<file path="config.mk">
export PLATFORM = sky130hd
export DESIGN_NAME = cam_capture_pack
export DESIGN_NICKNAME = d
export VERILOG_FILES = /design/src/rtl/cam_capture_pack.sv
export SDC_FILE = /design/constraint.sdc
export NUM_CORES = 1
export LEC_CHECK = 0
export CORE_MARGIN = 8
export CORE_UTILIZATION = 37
export DETAILED_ROUTE_END_ITERATION = 10
export HOLD_SLACK_MARGIN = 0.15
export SETUP_SLACK_MARGIN = 0.05
export SYNTH_ARGS = -nofsm -noshare
export SYNTH_HDL_FRONTEND = slang
export SYNTH_SLANG_ARGS = --single-unit
</file>
<file path="constraint.sdc">
create_clock -name clk -period 4.1 [get_ports clk]
set_clock_uncertainty 0.05 [all_clocks]
set_input_delay 0.82 -clock clk [delete_from_list [all_inputs] [get_ports clk]]
set_output_delay 0.82 -clock clk [all_outputs]
set_load 0.005 [all_outputs]
</file>
<file path="src/rtl/cam_capture_pack.sv">
`default_nettype none
// ============================================================================
// Module   : cam_capture_pack
// Purpose  : Camera (DVP-style) capture front end. Frames incoming bytes on
//            vsync/href, assembles multi-byte pixels, drops pixels for
//            horizontal decimation, packs kept bytes into wide words and
//            queues them in a first-word-fall-through FIFO with sof/eol tags.
// Ports    : clk, reset          - clock, synchronous active-high reset
//            enable              - arm capture (looked at in IDLE/WAIT_FRAME)
//            cam_dat/href/vsync  - IO-registered camera inputs
//            m_data/m_sof/m_eol  - FIFO head word and its tags
//            m_valid/m_ready     - output stream handshake
//            overflow            - sticky word-dropped flag, clr_overflow clears
//            frame_count         - completed frames (wraps)
//            line_count          - lines seen in the current frame
// Revision : 1.0 - initial release
// ============================================================================
module cam_capture_pack #(
  parameter int unsigned DATA_WIDTH        = 8,
  parameter int unsigned BYTES_PER_PIXEL   = 2,
  parameter int unsigned WORD_BYTES        = 4,
  parameter int unsigned SUBSAMPLE         = 1,
  parameter int unsigned FIFO_DEPTH        = 4,
  parameter int unsigned VSYNC_ACTIVE_HIGH = 1
) (
  input  logic                             clk,
  input  logic                             reset,
  input  logic                             enable,
  input  logic [DATA_WIDTH-1:0]            cam_dat,
  input  logic                             cam_href,
  input  logic                             cam_vsync,
  output logic [DATA_WIDTH*WORD_BYTES-1:0] m_data,
  output logic                             m_sof,
  output logic                             m_eol,
  output logic                             m_valid,
  input  logic                             m_ready,
  output logic                             overflow,
  input  logic                             clr_overflow,
  output logic [15:0]                      frame_count,
  output logic [15:0]                      line_count
);

  localparam int unsigned WORD_W  = DATA_WIDTH * WORD_BYTES;
  localparam int unsigned ENTRY_W = WORD_W + 2;
  localparam int unsigned CNT_W   = (WORD_BYTES > 1) ? $clog2(WORD_BYTES) : 1;
  localparam int unsigned BIDX_W  = (BYTES_PER_PIXEL > 1) ? $clog2(BYTES_PER_PIXEL) : 1;
  localparam int unsigned AW      = $clog2(FIFO_DEPTH);

  localparam logic [15:0]       C_SUB_MASK      = 16'(SUBSAMPLE - 1);
  localparam logic [CNT_W-1:0]  C_LAST_WORD_B   = CNT_W'(WORD_BYTES - 1);
  localparam logic [BIDX_W-1:0] C_LAST_PIX_B    = BIDX_W'(BYTES_PER_PIXEL - 1);

  typedef enum logic [1:0] {
    ST_IDLE       = 2'd0,
    ST_WAIT_FRAME = 2'd1,
    ST_ACTIVE     = 2'd2
  } state_t;

  // Input stage plus one cycle of history for edge detection
  logic [DATA_WIDTH-1:0] dat_q;
  logic                  href_q, vsync_q, href_prev_q, vsync_prev_q;

  state_t                state_q, state_d;
  logic [BIDX_W-1:0]     byte_idx_q, byte_idx_d;
  logic [15:0]           column_q, column_d;
  logic [WORD_W-1:0]     pack_q, pack_d;
  logic [CNT_W-1:0]      pack_cnt_q, pack_cnt_d;
  logic [WORD_W-1:0]     stage_q, stage_d;
  logic                  stage_v_q, stage_v_d;
  logic                  sof_pending_q, sof_pending_d;
  logic                  overflow_q, overflow_d;
  logic [15:0]           frame_count_q, frame_count_d;
  logic [15:0]           line_count_q, line_count_d;

  logic [ENTRY_W-1:0]    mem_q [FIFO_DEPTH];
  logic [AW:0]           wr_ptr_q, wr_ptr_d, rd_ptr_q, rd_ptr_d;

  logic                  blank_cur, blank_prev, blank_exit, blank_entry;
  logic                  href_rise, href_fall, line_end;
  logic                  push, push_eol, fifo_we, fifo_full, fifo_empty, pop;
  logic [WORD_W-1:0]     push_word, pack_tmp;
  logic [BIDX_W-1:0]     cur_idx;
  logic [15:0]           cur_col;
  logic                  keep;
  logic [ENTRY_W-1:0]    head;

  assign blank_cur   = (VSYNC_ACTIVE_HIGH != 0) ? vsync_q      : ~vsync_q;
  assign blank_prev  = (VSYNC_ACTIVE_HIGH != 0) ? vsync_prev_q : ~vsync_prev_q;
  assign blank_exit  = blank_prev & ~blank_cur;
  assign blank_entry = ~blank_prev & blank_cur;
  assign href_rise   = href_q & ~href_prev_q;
  assign href_fall   = ~href_q & href_prev_q;
  // A frame ending mid-line closes that line in the same cycle
  assign line_end    = href_fall | (blank_entry & href_q);

  assign fifo_empty  = (wr_ptr_q == rd_ptr_q);
  assign fifo_full   = (wr_ptr_q[AW] != rd_ptr_q[AW]) &&
                       (wr_ptr_q[AW-1:0] == rd_ptr_q[AW-1:0]);
  assign pop         = ~fifo_empty & m_ready;
  assign head        = mem_q[rd_ptr_q[AW-1:0]];

  always_comb begin
    state_d       = state_q;
    byte_idx_d    = byte_idx_q;
    column_d      = column_q;
    pack_d        = pack_q;
    pack_cnt_d    = pack_cnt_q;
    stage_d       = stage_q;
    stage_v_d     = stage_v_q;
    sof_pending_d = sof_pending_q;
    overflow_d    = overflow_q;
    frame_count_d = frame_count_q;
    line_count_d  = line_count_q;
    push          = 1'b0;
    push_eol      = 1'b0;
    push_word     = '0;
    pack_tmp      = pack_q;
    cur_idx       = href_rise ? '0 : byte_idx_q;
    cur_col       = href_rise ? 16'd0 : column_q;
    keep          = ((cur_col & C_SUB_MASK) == 16'd0);

    case (state_q)
      ST_IDLE: begin
        if (enable) state_d = ST_WAIT_FRAME;
      end
      ST_WAIT_FRAME: begin
        if (!enable) begin
          state_d = ST_IDLE;
        end else if (blank_exit) begin
          state_d       = ST_ACTIVE;
          line_count_d  = 16'd0;
          sof_pending_d = 1'b1;
          byte_idx_d    = '0;
          column_d      = 16'd0;
          pack_d        = '0;
          pack_cnt_d    = '0;
          stage_v_d     = 1'b0;
        end
      end
      ST_ACTIVE: begin
        if (line_end) begin
          // Staging and a partial pack buffer are never both occupied
          if (stage_v_q) begin
            push      = 1'b1;
            push_eol  = 1'b1;
            push_word = stage_q;
            stage_v_d = 1'b0;
          end else if (pack_cnt_q != '0) begin
            push       = 1'b1;
            push_eol   = 1'b1;
            push_word  = pack_q;   // upper bytes are still zero
            pack_d     = '0;
            pack_cnt_d = '0;
          end
          line_count_d = line_count_q + 16'd1;
        end else if (href_q) begin
          if (cur_idx == C_LAST_PIX_B) begin
            byte_idx_d = '0;
            column_d   = cur_col + 16'd1;
          end else begin
            byte_idx_d = cur_idx + BIDX_W'(1);
            column_d   = cur_col;
          end
          if (keep) begin
            // A further kept byte proves the staged word is not end-of-line
            if (stage_v_q) begin
              push      = 1'b1;
              push_word = stage_q;
              stage_v_d = 1'b0;
            end
            pack_tmp[int'(pack_cnt_q)*DATA_WIDTH +: DATA_WIDTH] = dat_q;
            if (pack_cnt_q == C_LAST_WORD_B) begin
              stage_d    = pack_tmp;
              stage_v_d  = 1'b1;
              pack_d     = '0;
              pack_cnt_d = '0;
            end else begin
              pack_d     = pack_tmp;
              pack_cnt_d = pack_cnt_q + CNT_W'(1);
            end
          end
        end
        if (blank_entry) begin
          frame_count_d = frame_count_q + 16'd1;
          state_d       = enable ? ST_WAIT_FRAME : ST_IDLE;
        end
      end
      default: state_d = ST_IDLE;
    endcase

    // Full is judged before this cycle's pop; a dropped sof word leaves
    // sof_pending set so the next accepted word carries it.
    fifo_we = push & ~fifo_full;
    if (fifo_we) sof_pending_d = 1'b0;
    if (clr_overflow) overflow_d = 1'b0;
    if (push & fifo_full) overflow_d = 1'b1;
    wr_ptr_d = wr_ptr_q + (AW+1)'(fifo_we);
    rd_ptr_d = rd_ptr_q + (AW+1)'(pop);
  end

  always_ff @(posedge clk) begin
    if (reset) begin
      dat_q         <= '0;
      href_q        <= 1'b0;
      vsync_q       <= 1'b0;
      href_prev_q   <= 1'b0;
      vsync_prev_q  <= 1'b0;
      state_q       <= ST_IDLE;
      byte_idx_q    <= '0;
      column_q      <= 16'd0;
      pack_q        <= '0;
      pack_cnt_q    <= '0;
      stage_q       <= '0;
      stage_v_q     <= 1'b0;
      sof_pending_q <= 1'b0;
      overflow_q    <= 1'b0;
      frame_count_q <= 16'd0;
      line_count_q  <= 16'd0;
      wr_ptr_q      <= '0;
      rd_ptr_q      <= '0;
      for (int i = 0; i < int'(FIFO_DEPTH); i++) mem_q[i] <= '0;
    end else begin
      dat_q         <= cam_dat;
      href_q        <= cam_href;
      vsync_q       <= cam_vsync;
      href_prev_q   <= href_q;
      vsync_prev_q  <= vsync_q;
      state_q       <= state_d;
      byte_idx_q    <= byte_idx_d;
      column_q      <= column_d;
      pack_q        <= pack_d;
      pack_cnt_q    <= pack_cnt_d;
      stage_q       <= stage_d;
      stage_v_q     <= stage_v_d;
      sof_pending_q <= sof_pending_d;
      overflow_q    <= overflow_d;
      frame_count_q <= frame_count_d;
      line_count_q  <= line_count_d;
      wr_ptr_q      <= wr_ptr_d;
      rd_ptr_q      <= rd_ptr_d;
      if (fifo_we) mem_q[wr_ptr_q[AW-1:0]] <= {sof_pending_q, push_eol, push_word};
    end
  end

  assign m_valid     = ~fifo_empty;
  assign m_data      = m_valid ? head[WORD_W-1:0] : '0;
  assign m_eol       = m_valid & head[WORD_W];
  assign m_sof       = m_valid & head[WORD_W+1];
  assign overflow    = overflow_q;
  assign frame_count = frame_count_q;
  assign line_count  = line_count_q;

endmodule
`default_nettype wire
</file>
==> impl_metrics.json <==
{
  "ctsHoldBuffers": 0,
  "number_of_synthesized_flops_with_an_enable_pin": 136,
  "period_share_pct": 79.8,
  "cp.buffers_inverters": 2,
  "num-nets-final": 1042,
  "slew_viol_final": 0,
  "global_route.usage.total_pct": 14.6,
  "synthesized_netlist_cell_count": 962,
  "synth.yosys.warnings": 0,
  "timing.critical_path.slowest_stage_cell": "sky130_fd_sc_hd__mux4_2",
  "worst_setup_path_type": "reg2out",
  "tritoncts": "yes",
  "design.core.area_sq_um": 30300,
  "setup_violations": 0,
  "rsz0062_at_grt": "no",
  "cp_max_fo": 35,
  "dp_cells": 1382,
  "synth-adder-area-share_pct": 1.22,
  "routed_wl_microns": 26700,
  "yosys.cell_count.top_type": "sky130_fd_sc_hd__edfxtp_1",
  "synth.yosys.seq_area_share_pct": 57.7,
  "num-fill-cells": 2811,
  "vias_per_cell": 5.38,
  "synth.net_count": 988,
  "cap_violations": 0,
  "die_width_microns": 191,
  "synth_top_area_share_pct": 36.2,
  "transition_at_the_pin_with_the_smallest_max_transition_slack_ns": 1.16,
  "synth.mux.area_fraction_pct": 7.67,
  "power.density_nw_per_um2": 400,
  "synth_area_per_cell_sq_um": 11.7,
  "synth_top_family_by_area": "simple AND/OR/NAND/NOR gates",
  "drive_above_1_share_pct": 11.1,
  "grt_max_degree": 93,
  "cts-htree-levels": 1,
  "detail_route.wl_per_cell_microns": 18.6,
  "critical_path.top_delay_family": "buffers and inverters",
  "synth_top_cells_by_count": "sky130_fd_sc_hd__edfxtp_1 (136), sky130_fd_sc_hd__dfxtp_1 (121), sky130_fd_sc_hd__nor3_1 (103), sky130_fd_sc_hd__nor2_1 (88), sky130_fd_sc_hd__nor2b_1 (76)",
  "row_count": 64,
  "start_kind": "register",
  "first_pass_grt_wire_length_microns": 43100,
  "setup.worst_path.end_class": "output port",
  "critical-path-max-stage-delay_ns": 0.56,
  "synth_top_cells_by_area": "sky130_fd_sc_hd__edfxtp_1 (36%), sky130_fd_sc_hd__dfxtp_1 (21%), sky130_fd_sc_hd__mux4_2 (6.8%)",
  "worst_hold_path_type": "reg2reg",
  "cts_clock_pin_slew_for_the_worst_setup_and_hold_paths_ns": 0.06,
  "syn-cell-area_sq_um": 11300,
  "ys_async_sr_fraction_pct": 0,
  "status": "finished clean",
  "clock_insertion_delay_worst_skew_ns": 0.53,
  "detail-route-antenna-nets": 0,
  "total_power_mw": 5.34,
  "compound_gate_fraction_of_synth_area_pct": 11.9,
  "ios": 83,
  "drc_errors": 0,
  "cp_data_required_time_ns": 3.23,
  "yosys.area.top_type": "sky130_fd_sc_hd__edfxtp_1",
  "place_congestion": 0.743,
  "portBuffers": 82,
  "die_h_microns": 191,
  "syn_to_final_growth_pct": 18.3,
  "critical_path.cell_chain": "buf_12 > mux4_2 > nor2b_1 > clkdlybuf4s50_1",
  "grt_overflow_total": 0,
  "finalHoldViolations": 0,
  "hpwl_microns": 16400,
  "die_area_sq_um": 36300,
  "cts-buffers-inserted": 28,
  "antenna_found_initial": 0,
  "cp.arrival_ns": 2.40,
  "synth_ff_type": "sky130_fd_sc_hd__edfxtp_1",
  "ys_seq_elements": 257,
  "timing.max_slew.rel_slack_pct": 22.6,
  "clk_path_buf_depth": 3,
  "first_global_vias": 7524,
  "initial_util_pct": 37.2,
  "cts-root-buf": "sky130_fd_sc_hd__clkbuf_16",
  "power.leakage_nw": 4.15,
  "dr.first_iter.drc_count": 506,
  "layout.cells.non_filler": 1434,
  "netlist-cell-type-count": 57,
  "tritoncts_num_sinks": 257,
  "via_count": 7713,
  "clock.fmax_mhz": 306,
  "drt_pre_antenna_iters": 6,
  "postLayoutSetupSlackWorst_ns": 0.829,
  "synth-xor-area-share_pct": 1.40,
  "dpl_worst_slack_ns": 0.886,
  "diodes_inserted": 0,
  "cts_resized": 0,
  "vdd.ir_drop.worst_mv": 0.318,
  "synthSimpleGateAreaFrac_pct": 16.9,
  "cts.repair_timing.setup_buffer_count": 0,
  "finalWorstPathRequiredPeriod_ns": 3.27
}
-- state kept, by name, summed over array words and instances, names as in the netlist, 2 cells and up --
| signal | count |
|---|---|
| pack_cnt_q | 2 |
| frame_count | 16 |
| dat_q | 8 |
| wr_ptr_q | 3 |
| mem_q | 136 |
| stage_q | 32 |
| line_count | 16 |
| pack_q | 32 |
| state_q | 2 |
| rd_ptr_q | 3 |
-- worst register-to-register path, delay by kind of cell (launching register included) --
| kind | cells | cell delay [ns] |
|---|---|---|
| simple gates | 2 | 1.07 |
| flops | 1 | 0.50 |
| compound gates | 1 | 0.42 |
| buf+inv | 2 | 0.64 |
| fa+ha+maj | 1 | 0.28 |
-- cells by family after synthesis --
logic type,count (synthesis)
AND/OR/NAND/NOR,359
adder cells (fa/ha/maj),11
buffers and inverters,86
XOR/XNOR,18
multiplexers,44
flip-flops,257
AO/OA/AOI/OAI,187
-- where the power goes --
part           internal (mW)  total [mW]  switching, mW
logic                 0.0463       0.124         0.0773
clock network           1.46        2.44          0.982
registers               2.75        2.78         0.0247
-- worst paths after layout --
path | from | end | slack [ns] | depth (start not counted)
worst max-delay path | rd_ptr_q[0] | m_data[20] | 0.83 | 4
worst min-delay path | line_count[15] | line_count[15] | 0.42 | 2
worst max register to register | pack_cnt_q[0] | mem_q[1][18] | 0.95 | 6
worst min register to register | line_count[15] | line_count[15] | 0.42 | 2
-- cell type report --
cell class	count	area [sq um]	area share (%)
flip-flops and latches	257	6510	48.7
multi-input cells	619	4450	33.3
repair buffers	99	956	7.16
clock buffers	47	845	6.33
well taps	396	495	3.71
clock inverters	5	56.3	0.422
inverters	11	41.3	0.309
-- cells in the final DEF, fill, tap and decap left out, drive strengths merged, types with 3 or more instances in the layout --
| master | count |
|---|---|
| a2111o | 3 |
| a2111oi | 4 |
| a211oi | 38 |
| a21oi | 41 |
| a22oi | 41 |
| and3 | 3 |
| and4 | 4 |
| buf | 18 |
| clkbuf | 47 |
| clkdlybuf4s50 | 81 |
| clkinv | 3 |
| dfxtp | 121 |
| edfxtp | 136 |
| ha | 11 |
| inv | 12 |
| mux2i | 10 |
| mux4 | 34 |
| nand2 | 23 |
| nand2b | 13 |
| nand3 | 12 |
| nand4 | 10 |
| nor2 | 88 |
| nor2b | 76 |
| nor3 | 106 |
| o211ai | 4 |
| o21ai | 9 |
| o2bb2ai | 32 |
| o31ai | 4 |
| or3 | 3 |
| or4 | 5 |
| xnor2 | 8 |
| xor2 | 10 |
-- metrics by stage --
stage | hold slack (ns) | TNS (ns) | utilization (%) | instance area, sq um
after CTS | 0.425 | 0 | 44.0 | 13300
after detailed placement | 0.407 | 0 | 41.0 | 12400
final | 0.420 | 0 | 44.0 | 13300
after global routing | 0.443 | 0 | 44.0 | 13300
after floorplan | 0.397 | -41.82 | - | 11300
after global placement | 0.408 | 0 | 41.0 | 12400
-- routing by layer --
layer	wire length, microns	GRT usage, %	vias to the layer above
met2	12000	23.3	163
met4	388	3.43	0
li1	-	-	3764
met1	12700	20.6	3755
met3	1520	2.47	31
met5	0	0	-
Power figures use the tool's default switching activity.
==> variant 1 (same settings) <==
Change the parameter `DATA_WIDTH` from 8 to 12.
--- a/src/rtl/cam_capture_pack.sv
+++ b/src/rtl/cam_capture_pack.sv
@@ -17,5 +17,5 @@
 // ============================================================================
 module cam_capture_pack #(
-  parameter int unsigned DATA_WIDTH        = 8,
+  parameter int unsigned DATA_WIDTH        = 12,
   parameter int unsigned BYTES_PER_PIXEL   = 2,
   parameter int unsigned WORD_BYTES        = 4,
Interface: changed (resized cam_dat and m_data); port bits go from 83 to 103. The function was not compared with the original's and may differ.
==> variant 1 against the unedited design <==
Worst setup slack worse by 340 ps. Register-to-register slack worse by 370 ps. Cell area up 41%. Final cell count up 40%. Sequential cell count up 100. Routed wire length up 59%. Synthesized area up 40%. Global-route usage up 2.2 points. Sequential share of layout area about the same. Total power up 38%.
==> variant 1: results (changes against the unedited design) <==
Clock network
The later-pin clock latency in the skew report is 550 ps (+20 ps). The TritonCTS buffer count is 40 (+43%).

Pwr
The leakage power total is 5.84 nW (+41%). The part of the power in registers is 0.526 (+0.006). The power consumed by combinational cells was 210 uW (+69%).

Placed design
The detailed placement HPWL is 26900 um (+64%). The cell count after placement is 1934 (+40%).

Synth
The synthesized-area fraction occupied by ao, oa, aoi and oai cells is 0.124 (+0.00453). The post-synthesis adder-cell area fraction is 0.00950 (-0.00270). The cell count after synthesis was 1362 (+42%). The share of synthesized area occupied by flip-flops and latches is 0.579 (+0.00218). The number of enable-type register cells in the synthesized netlist was 200 (+47%). The count of cell types in the netlist is 63 (+11%). By count the netlist is led by sky130_fd_sc_hd__nor2_1 (264), sky130_fd_sc_hd__edfxtp_1 (200), sky130_fd_sc_hd__dfxtp_1 (157).

Worst setup path
The largest incremental delay on the critical path is 660 ps (+100 ps). The library cell contributing the largest single delay on the critical path is sky130_fd_sc_hd__dfxtp_4. The largest driver fanout on the critical path came to 26 (-26%).

GRT
The global-route wire length before repair is 66500 um (+54%). The global router's overall resource usage is 0.168 (+0.0220).

Layout
The number of filler cells placed in the layout was 3875 (+38%). In the final layout, the registers with the most flip-flops are mem_q (200), pack_q (48), stage_q (48). The final-stage net count came to 1468 (+41%).

The layout cell share with drive strength beyond 1 was 0.112 (+0.00168). The final standard cell count with taps included and fillers excluded was 2006 (+40%).

Routing
The number of iterations in the first detailed-routing pass was 5 (-1). The routed length per instance is 21.1 um (+14%).

Run status
The run finished with clean final reports.
## variant 1: cell count changes in the layout (fill, tap and decap cells not counted), sizes merged, moves of 16 or more
cell	unedited run	this run
a22oi	41	68
buf	18	39
clkdlybuf4s50	81	101
dfxtp	121	157
edfxtp	136	200
mux4	34	50
nor2	88	264
nor3	106	22
o21ai	9	25
## variant 1: final cells by class
class / count / area, um2 / area share
clock buffer: 59 / 1120 / 0.0599
clock inverter: 13 / 70.1 / 0.00373
inverter: 25 / 93.8 / 0.00500
multi-input combinational: 873 / 6260 / 0.333
sequential: 357 / 9160 / 0.488
tap: 539 / 674 / 0.0359
timing repair buffer: 140 / 1390 / 0.0741
## variant 1: per-layer routing
metal  part of all wire  vias to the layer above  global-route usage  wire (um)
li1                   -                     5241                   -          -
met1               0.44                     5499               0.219      18500
met2               0.48                      322               0.277      20200
met3              0.057                       70              0.0287       2400
met4              0.031                        0              0.0673       1300
met5                  0                        -                   0          0
==> variant 2 (config.mk and constraints unchanged) <==
Made on the original files. Make the reset (`reset`) asynchronous in one clocked block. Comments in the files are not updated.
--- a/src/rtl/cam_capture_pack.sv
+++ b/src/rtl/cam_capture_pack.sv
@@ -199,5 +199,5 @@
   end
 
-  always_ff @(posedge clk) begin
+  always_ff @(posedge clk or posedge reset) begin
     if (reset) begin
       dat_q         <= '0;
Function: no difference found for any inputs over 4 cycles, from zero or initial values and one cycle with reset high; that may be too few to reach the edited logic, so the function may still have changed.
==> variant 2 against the unedited design <==
Die area increased by 7.4%. Cell area rose by 7.6%. Count of clock-buffer cells in the layout is 1 lower. Routed wire length up 6.2%. Synthesized area up 8.1%. Synthesized cell count rose by 1.8%. Largest cell class unchanged. Worst setup slack got worse by 270 ps. Sequential cell count is the same.
Power is not compared: it rests on default switching activity, and its combinational part moved more than twofold at a synthesized area within 25%.
==> variant 2: results (changes against the unedited design) <==
Routing
The routed length per instance is 18.7 um (+0.68%). The number of iterations in the first detailed-routing pass is 5 (-1). The count of routing violations after the opening detailed-route iteration is 419 (-17%). The detailed-route vias per instance was 5.28 (-1.8%).

Layout
The final-stage net count is 1076 (+3.3%). The diode insertion count for antenna repair is 0 (unchanged). The largest registers in the layout are mem_q (136), pack_q (32), stage_q (32). The layout cell share with drive strength beyond 1 is 0.171 (+0.0602).

Clock network
The clock-pin slew on the worst setup and hold paths was 60 ps (about the same). The maximum level of the CTS H-tree came to 1 (unchanged). The number of buffers inserted by post-CTS setup repair is 0 (unchanged). The TritonCTS buffer count is 28 (unchanged). The clock root buffer master is sky130_fd_sc_hd__clkbuf_16. The maximum buffer depth of the clock tree was 3 (unchanged). The hold buffer count at CTS is 0 (unchanged).

The number of gates given a new drive strength after cts is 0 (unchanged). At the later pin of the worst-skew pair, clock insertion delay measures 540 ps.

STA
The total setup violations reported at the end of the flow is 0 (unchanged). The max-slew headroom at the worst pin came to 0.295 (+0.0683). The number of failing hold endpoints at the final stage is 0 (unchanged).

Placed design
The detailed placement HPWL is 18700 um (+14%). The number of buffer cells added on primary ports came to 82 (unchanged). The final RePlAce weighted congestion is 0.770 (+3.7%). The placement-stage worst setup slack is 1060 ps (+174 ps).

The cell area reported after detailed placement is 13500 um2 (+8.6%).

GRT
The number of antenna violations at the first check in global routing is 0 (unchanged). The maximum number of pins on one net before global-route repair was 65 (-30%). The global router's overall resource usage came to 0.146 (about the same). The via count of the first global-routing pass was 8161 (+8.5%). The global-route wire length before repair came to 46500 um (+7.9%).

Synth
The number of warning messages in the yosys log is 0 (unchanged). The multiplexer area fraction after synthesis is 0.216 (+0.140). Sorting the synthesized cells by how often they occur yields sky130_fd_sc_hd__dfrtp_1 (257), sky130_fd_sc_hd__mux2_2 (75), sky130_fd_sc_hd__nor2b_1 (70).

The synthesized-area fraction occupied by ao, oa, aoi and oai cells is 0.0754 (-0.0440). The post-synthesis async set-or-reset flop share is 1.00 (+1.00). The count of cell types in the netlist came to 50 (-12%). In the post-synthesis netlist, the biggest area contributors are sky130_fd_sc_hd__dfrtp_1 (53%), sky130_fd_sc_hd__mux2_2 (6.9%), sky130_fd_sc_hd__mux4_2 (6.3%), sky130_fd_sc_hd__mux2_1 (5.7%), sky130_fd_sc_hd__nor2b_1 (3.6%). The share of synthesized area occupied by flip-flops and latches is 0.527 (-0.0493).

The xor-xnor portion of the synthesized cell area is 0.0180 (+0.00398). The post-synthesis adder-cell area fraction is 0.0113 (-0.000913). The synthesized netlist net count was 1005 (+1.7%).

Pwr
IR analysis of the VDD net gives a maximum drop of 296 uV. For this design the static power due to leakage is 6.50 nW.

Run status
The flow ran to the end, and the final reports show no timing, DRC or antenna violations.

Worst setup path
The largest driver fanout on the critical path is 25 (-29%). The endpoint arrival time on the critical path is 2670 ps (+270 ps).

Hold path
The classification of the worst-slack hold path is flip-flop to flip-flop.
-- variant 2: final timing paths --
path / start / endpoint / slack, ps / cells past startpoint
setup / recovery: rd_ptr_q[0] / m_data[29] / 560 / 6
hold / removal: stage_q[2] / stage_q[2] / 430 / 2
setup reg to reg: pack_cnt_q[0] / mem_q[62] / 1210 / 7
hold reg to reg: stage_q[2] / stage_q[2] / 430 / 2
max in group asynchronous: reset / frame_count[15] / 2420 / 3
min in group asynchronous: reset / mem_q[90] / 750 / 2
-- variant 2: power by group --
group	leakage, nW	switching (mW)	internal, mW
clock	0.415	0.995	1.35
sequential	3.53	0.177	2.65
combinational	2.55	0.608	0.500
-- variant 2: cell type report --
cell class,instances,area [um2]
Fill cell,3100,18200
Sequential cell,257,6430
Multi-Input combinational cell,644,5390
Timing Repair Buffer,109,1100
Clock buffer,46,818
Tap cell,442,553
Inverter,10,43.8
Clock inverter,4,31.3
-- variant 2: cells by family (layout without fill, tap and decap cells) --
logic type | count (synthesis) | count (layout)
AOI/OAI and AO/OA | 138 | 138
xor gates and xnor gates | 25 | 25
adders and majority gates | 11 | 11
buffers and inverters | 78 | 169
DFF | 257 | 257
muxes | 204 | 204
and+or+nand+nor | 266 | 266
-- variant 2: routing by layer --
| metal | wire length [um] | track usage |
|---|---|---|
| met5 | 0 | 0 |
| met3 | 1330 | 0.0264 |
| met1 | 13400 | 0.209 |
| met2 | 12900 | 0.227 |
| met4 | 652 | 0.0382 |
-- variant 2: critical path: stages, from the launching register on --
cell and delay, ps:
sky130_fd_sc_hd__dfrtp_2 640, sky130_fd_sc_hd__xnor2_1 180, sky130_fd_sc_hd__nand2_1 90, sky130_fd_sc_hd__nor2_2 440, sky130_fd_sc_hd__buf_12 240, sky130_fd_sc_hd__nor2b_1 70, sky130_fd_sc_hd__clkdlybuf4s50_1 440
-- variant 2: per-stage QoR --
step	hold slack (ps)	cells
after floorplan	302	979
after global placement	412	1462
after detailed placement	420	1462
after CTS	434	1512
after global routing	452	1512
final	427	1512
